## config.mk

```make
export PLATFORM = sky130hd
export DESIGN_NAME = hub75_scan_driver
export DESIGN_NICKNAME = d
export VERILOG_FILES = /design/src/rtl/hub75_scan_driver.sv
export SDC_FILE = /design/constraint.sdc
export NUM_CORES = 1
export LEC_CHECK = 0
export CAP_MARGIN = 20
export CORE_ASPECT_RATIO = 1.2
export CORE_UTILIZATION = 55
export DETAILED_ROUTE_END_ITERATION = 6
export PLACE_DENSITY = 0.86
export SYNTH_ARGS = -nofsm -noshare
export SYNTH_HDL_FRONTEND = slang
export SYNTH_SLANG_ARGS = --single-unit
export TNS_END_PERCENT = 1
```

## constraint.sdc

```tcl
create_clock -name clk -period 4.1 [get_ports clk]
set_input_delay 0.41 -clock clk [delete_from_list [all_inputs] [get_ports clk]]
set_output_delay 0.41 -clock clk [all_outputs]
set_load 0.05 [all_outputs]
```

## src/rtl/hub75_scan_driver.sv

```systemverilog
// HUB75 scan driver: per scan row it shifts pixel pairs out with sclk, blanks, latches,
// then lights the row for a programmable on-time. Optional green border: define HUB75_BORDER_EN.
module hub75_scan_driver #(
  parameter int unsigned COLS = 32,
  parameter int unsigned ROWS = 16,
  parameter int unsigned BW   = 4,
  parameter int unsigned AW   = $clog2(ROWS / 2),
  parameter int unsigned CW   = $clog2(COLS)
) (
  input  logic          clk,
  input  logic          reset,
  input  logic [BW-1:0] brightness,
  output logic [AW-1:0] rd_row,
  output logic [CW-1:0] rd_col,
  input  logic [2:0]    pix_top,
  input  logic [2:0]    pix_bot,
  output logic [5:0]    rgb,
  output logic          sclk,
  output logic          lat,
  output logic          oe,
  output logic [AW-1:0] abc,
  output logic          frame_done
);

  localparam int unsigned SR         = ROWS / 2;
  localparam int unsigned SHIFT_LAST = 2 * COLS;
  localparam int unsigned DISP_LAST  = (1 << BW) - 1;
  localparam int unsigned KW         = $clog2(2 * COLS + 1);
  localparam int unsigned NW         = (KW > BW) ? KW : BW;

  typedef enum logic [1:0] {
    S_SHIFT   = 2'd0,
    S_BLANK   = 2'd1,
    S_LATCH   = 2'd2,
    S_DISPLAY = 2'd3
  } state_t;

  state_t        state_q, state_d;
  logic [NW-1:0] cnt_q, cnt_d;
  logic [AW-1:0] row_q, row_d;
  logic [BW-1:0] on_cnt_q, on_cnt_d;
  logic [5:0]    rgb_q, rgb_d;
  logic          sclk_q, sclk_d;
  logic          lat_q, lat_d;
  logic          oe_q, oe_d;
  logic [AW-1:0] abc_q, abc_d;
  logic [AW-1:0] rd_row_q, rd_row_d;
  logic [CW-1:0] rd_col_q, rd_col_d;
  logic          frame_done_q, frame_done_d;

  logic [CW-1:0] col;
  logic [2:0]    top_px, bot_px;

  // Column whose data is on pix_* during an odd SHIFT count
  assign col = CW'(cnt_q >> 1);

`ifdef HUB75_BORDER_EN
  always_comb begin
    top_px = pix_top;
    bot_px = pix_bot;
    if ((col == '0) || (col == CW'(COLS - 1)) || (row_q == '0)) top_px = 3'b010;
    if ((col == '0) || (col == CW'(COLS - 1)) || (row_q == AW'(SR - 1))) bot_px = 3'b010;
  end
`else
  always_comb begin
    top_px = pix_top;
    bot_px = pix_bot;
  end
`endif

  always_ff @(posedge clk or posedge reset) begin
    if (reset) begin
      state_q      <= S_SHIFT;
      cnt_q        <= '0;
      row_q        <= '0;
      on_cnt_q     <= '0;
      rgb_q        <= '0;
      sclk_q       <= 1'b0;
      lat_q        <= 1'b0;
      oe_q         <= 1'b1;
      abc_q        <= '0;
      rd_row_q     <= '0;
      rd_col_q     <= '0;
      frame_done_q <= 1'b0;
    end else begin
      state_q      <= state_d;
      cnt_q        <= cnt_d;
      row_q        <= row_d;
      on_cnt_q     <= on_cnt_d;
      rgb_q        <= rgb_d;
      sclk_q       <= sclk_d;
      lat_q        <= lat_d;
      oe_q         <= oe_d;
      abc_q        <= abc_d;
      rd_row_q     <= rd_row_d;
      rd_col_q     <= rd_col_d;
      frame_done_q <= frame_done_d;
    end
  end

  always_comb begin
    state_d      = state_q;
    cnt_d        = cnt_q;
    row_d        = row_q;
    on_cnt_d     = on_cnt_q;
    rgb_d        = rgb_q;
    sclk_d       = 1'b0;
    lat_d        = 1'b0;
    oe_d         = 1'b1;
    abc_d        = abc_q;
    rd_col_d     = rd_col_q;
    frame_done_d = 1'b0;

    unique case (state_q)
      S_SHIFT: begin
        if (cnt_q == '0) begin
          rd_col_d = '0;
        end else if (cnt_q[0]) begin
          // Data for rd_col requested two counts ago is on pix_* now
          rgb_d    = {top_px, bot_px};
          rd_col_d = (col == CW'(COLS - 1)) ? col : col + CW'(1);
        end else begin
          sclk_d = 1'b1;
        end
        if (cnt_q == NW'(SHIFT_LAST)) begin
          state_d = S_BLANK;
          cnt_d   = '0;
        end else begin
          cnt_d = cnt_q + NW'(1);
        end
      end
      S_BLANK: begin
        abc_d   = row_q;
        state_d = S_LATCH;
      end
      S_LATCH: begin
        lat_d    = 1'b1;
        on_cnt_d = brightness;
        cnt_d    = '0;
        state_d  = S_DISPLAY;
      end
      S_DISPLAY: begin
        oe_d = (cnt_q < NW'(on_cnt_q)) ? 1'b0 : 1'b1;
        if (cnt_q == NW'(DISP_LAST)) begin
          state_d  = S_SHIFT;
          cnt_d    = '0;
          rd_col_d = '0;
          if (row_q == AW'(SR - 1)) begin
            row_d        = '0;
            frame_done_d = 1'b1;
          end else begin
            row_d = row_q + AW'(1);
          end
        end else begin
          cnt_d = cnt_q + NW'(1);
        end
      end
      default: state_d = S_SHIFT;
    endcase

    // Pixel source row follows the row counter so it is ready at SHIFT count 0
    rd_row_d = row_d;
  end

  assign rgb        = rgb_q;
  assign sclk       = sclk_q;
  assign lat        = lat_q;
  assign oe         = oe_q;
  assign abc        = abc_q;
  assign rd_row     = rd_row_q;
  assign rd_col     = rd_col_q;
  assign frame_done = frame_done_q;

endmodule

```

==> key figures <==
CTS
  – Total CTS buffers: 5
  – Clk buf depth: 2
  – Reg clk slew, reported paths: 0.11 ns
  – Sink Count: 34
  – Htree depth: 2
  – Worst-Skew Late Latency: 0.34 ns
  – CTS tree: done
  – Root Buffer Master: clkbuf_4
  – Post-cts sizing count: 0
  – Hold Buf Count CTS: 0
  – Post-CTS setup buffer count: 0

Power
  – Tot Pwr: 0.0005685 W
  – Register share of total power: 59.7%
  – Leak Pwr: 1.029 nW
  – Pint: 0.0004380 W
  – Clock share of power: 33.7%
  – PwrDens: 260.8 nW/um^2
  – VDD IR max: 281.2 uV
  – Sw frac: 22.96%
  – P_sw: 0.0001305 W
  – Combinational Power Share: 6.6%

Critical path
  – CP Cell Sequence: clkdlybuf4s50_1
  – CP max-delay cell: clkdlybuf4s50_1
  – Worst Path Arrival: 1.65 ns
  – Critical path's top delay family: buffers and inverters
  – WS Path Type: reg -> out
  – CP Data Required Time: 3.69 ns
  – Crit start category: register
  – Max FO, Critical Path: 1
  – Crit path capture type: output pin
  – Worst path bufs/invs: 1
  – Crit-path max cell delay: 0.79 ns

Routing
  – WL/cell: 14.98 um
  – Final WL: 3475 um
  – Initial DRT Pass Iterations: 4
  – DRC: 0
  – Iteration-0 DRC Markers: 40
  – Via count: 1300
  – DRT antenna net count: 0
  – Via density: 5.603

Yosys
  – Seq/Total Area, Yosys: 47.69%
  – Synth Area per Inst: 11.03 um^2
  – Post-synth EDFFs: 0
  – Area leader, netlist: dfrtp_1
  – Post-synthesis cell count: 162
  – Post-Syn Area: 1787 um^2
  – Number of library cell types mapped by synthesis: 39
  – Top_reg_cell synth: dfrtp_1
  – Top cells by area, synth: dfrtp_1 46%, ha_1 8.4%, mux2_2 7.6%, mux2_4 4.2%, nand2_1 3.4%
  – Yosys reg bits: 34
  – Asr flop ratio synth: 100.0%
  – Synth warnings: 0
  – Share of the synthesized area in the top cell type: 46.22%
  – Post-synth net total: 186

STA
  – Clk_skew: 0.01088 ns
  – Final period util: 50.12%
  – Worst slew margin: 60.95%
  – Fin crit period: 2.055 ns
  – RSZ-0062 raised after global routing: no
  – Final Hold Viols: 0
  – Final Max Tran Viols: 0
  – Total negative slack: 0 ns
  – Max Fclk: 486.6 MHz
  – # setup viols final: 0
  – Final worst slack: 2.045 ns
  – Worst-margin pin slew: 0.5857 ns

Global routing
  – First-pass GRT wire length: 5637 um
  – Initial antenna violation count: 0
  – Largest net degree at the start of global routing: 35
  – Vias in the first global route: 1264
  – Total gr overflow: 0
  – Global Route Usage Sum: 22.54%

Finish
  – Share of cells above drive strength 1: 17.35%
  – Fillers: 224
  – Area of the multi-input gates: 853.3 um^2
  – Antenna fix cells: 0
  – Register Area: 852.1 um^2
  – P&R area growth vs syn: 21.99%
  – Final Net Count: 219
  – Core Util, Final: 70.70%

Flow run
  – Max_cap viols: 0

Floorplan
  – Die area: 3481 um^2
  – I/O Pins: 33
  – Die height: 64.44 um
  – Core area: 3083 um^2
  – Row count: 22
  – Initial Util: 57.95%
  – Chip width: 54.03 um

Place
  – Port buffer count: 32
  – DP HPWL: 2596 um
  – Gpl congestion: 0.9005
  – Post-placement setup slack: 2.127 ns

Status
  – Status: finished clean

Min path
  – Hold WC Path Type: in -> async
[per-stage QoR]
stage / std cells / area, um^2 / hold slack, ns
finish: 232 / 2180 / 0.4536
global route: 232 / 2180 / 0.4952
CTS: 232 / 2180 / 0.4716
detailed placement: 224 / 2120 / 0.4930
global placement: 224 / 2120 / 0.4880
floorplan: 162 / 1787 / 0.4818
[metal layers]
metal	vias up	track usage (%)	share of wire, %	wire length (um)
met5	-	0	0	0
met4	0	7.692	2.7	93
met3	11	5.399	3.9	134
met2	43	41.51	53	1855
met1	614	23.85	40	1391
li1	632	-	-	-
[path summary, 6_finish.rpt]
kind / start / slack, ns / depth (start not counted) / to
worst min register to register: rgb[0] / 0.51 / 1 / rgb[0]
worst max register to register: cnt_q[0] / 2.09 / 6 / cnt_q[6]
worst min-delay path: reset / 0.45 / 3 / rgb[4]
min in group clk: rgb[0] / 0.51 / 1 / rgb[0]
worst max-delay path: oe / 2.04 / 1 / oe
max in group asynchronous: reset / 3.31 / 3 / oe
[synth_stat cells, drive strengths merged (3+ instances only)]
cell    count
a21o        4
a21oi       5
buf         4
clkbuf      3
dfrtp      33
ha         12
inv        11
mux2       17
nand2      16
nand3       9
nand4       3
nor2        8
nor3        6
o21ai       9
[flip-flops by register name (all words and copies together), names as in the netlist]
| signal | cells |
|---|---|
| rgb | 6 |
| frame_done | 1 |
| rd_col | 5 |
| lat | 1 |
| cnt_q | 7 |
| sclk | 1 |
| abc | 3 |
| rd_row | 3 |
| state_q | 2 |
| oe | 1 |
| on_cnt_q | 4 |
[layout make-up]
class | count | area share [%]
Clock inverter | 1 | 0.2296
Clock buffer | 7 | 2.526
Inverter | 11 | 1.894
Timing Repair Buffer | 33 | 15.04
Tap cell | 36 | 2.067
Multi-Input combinational cell | 110 | 39.15
Sequential cell | 34 | 39.09
[power groups by stage]
stage / Clock (W) / Combinational (W) / Sequential (W)
2_1_floorplan: 0 / 0.00000758 / 0.000357
3_3_place_gp: 0 / 0.0000373 / 0.000346
3_5_place_dp: 0 / 0.0000382 / 0.000346
4_1_cts: 0.000196 / 0.0000382 / 0.000340
5_1_grt: 0.000212 / 0.0000403 / 0.000340
6_report: 0.000192 / 0.0000373 / 0.000340
[placed cells by master, fill, tap and decap left out, drive strengths merged]
master / n
nor2: 8
a21oi: 5
o32a: 1
buf: 1
a211oi: 2
nor4b: 1
or4b: 1
o21ai: 9
a21o: 4
dfrtp: 33
inv: 11
clkdlybuf4s50: 32
dfstp: 1
clkinv: 1
nand3: 9
nor3b: 2
nor2b: 1
nor3: 6
a21boi: 2
nand2: 16
clkbuf: 7
and3: 1
ha: 12
a21bo: 1
a211o: 2
nand4: 3
or2: 1
mux2: 17
mux2i: 1
a22oi: 1
a31oi: 1
nand2b: 2
xnor2: 1
[logic make-up after synthesis]
family / after synthesis / share of synthesized area [%]
XOR/XNOR: 1 / 0.4903
adder cells (fa/ha/maj): 12 / 8.403
flip-flops: 34 / 47.69
multiplexers: 18 / 12.32
AND/OR/NAND/NOR: 51 / 15.20
AO/OA/AOI/OAI: 28 / 11.34
buffers and inverters: 18 / 4.552
(Power assumes the default switching activity.)
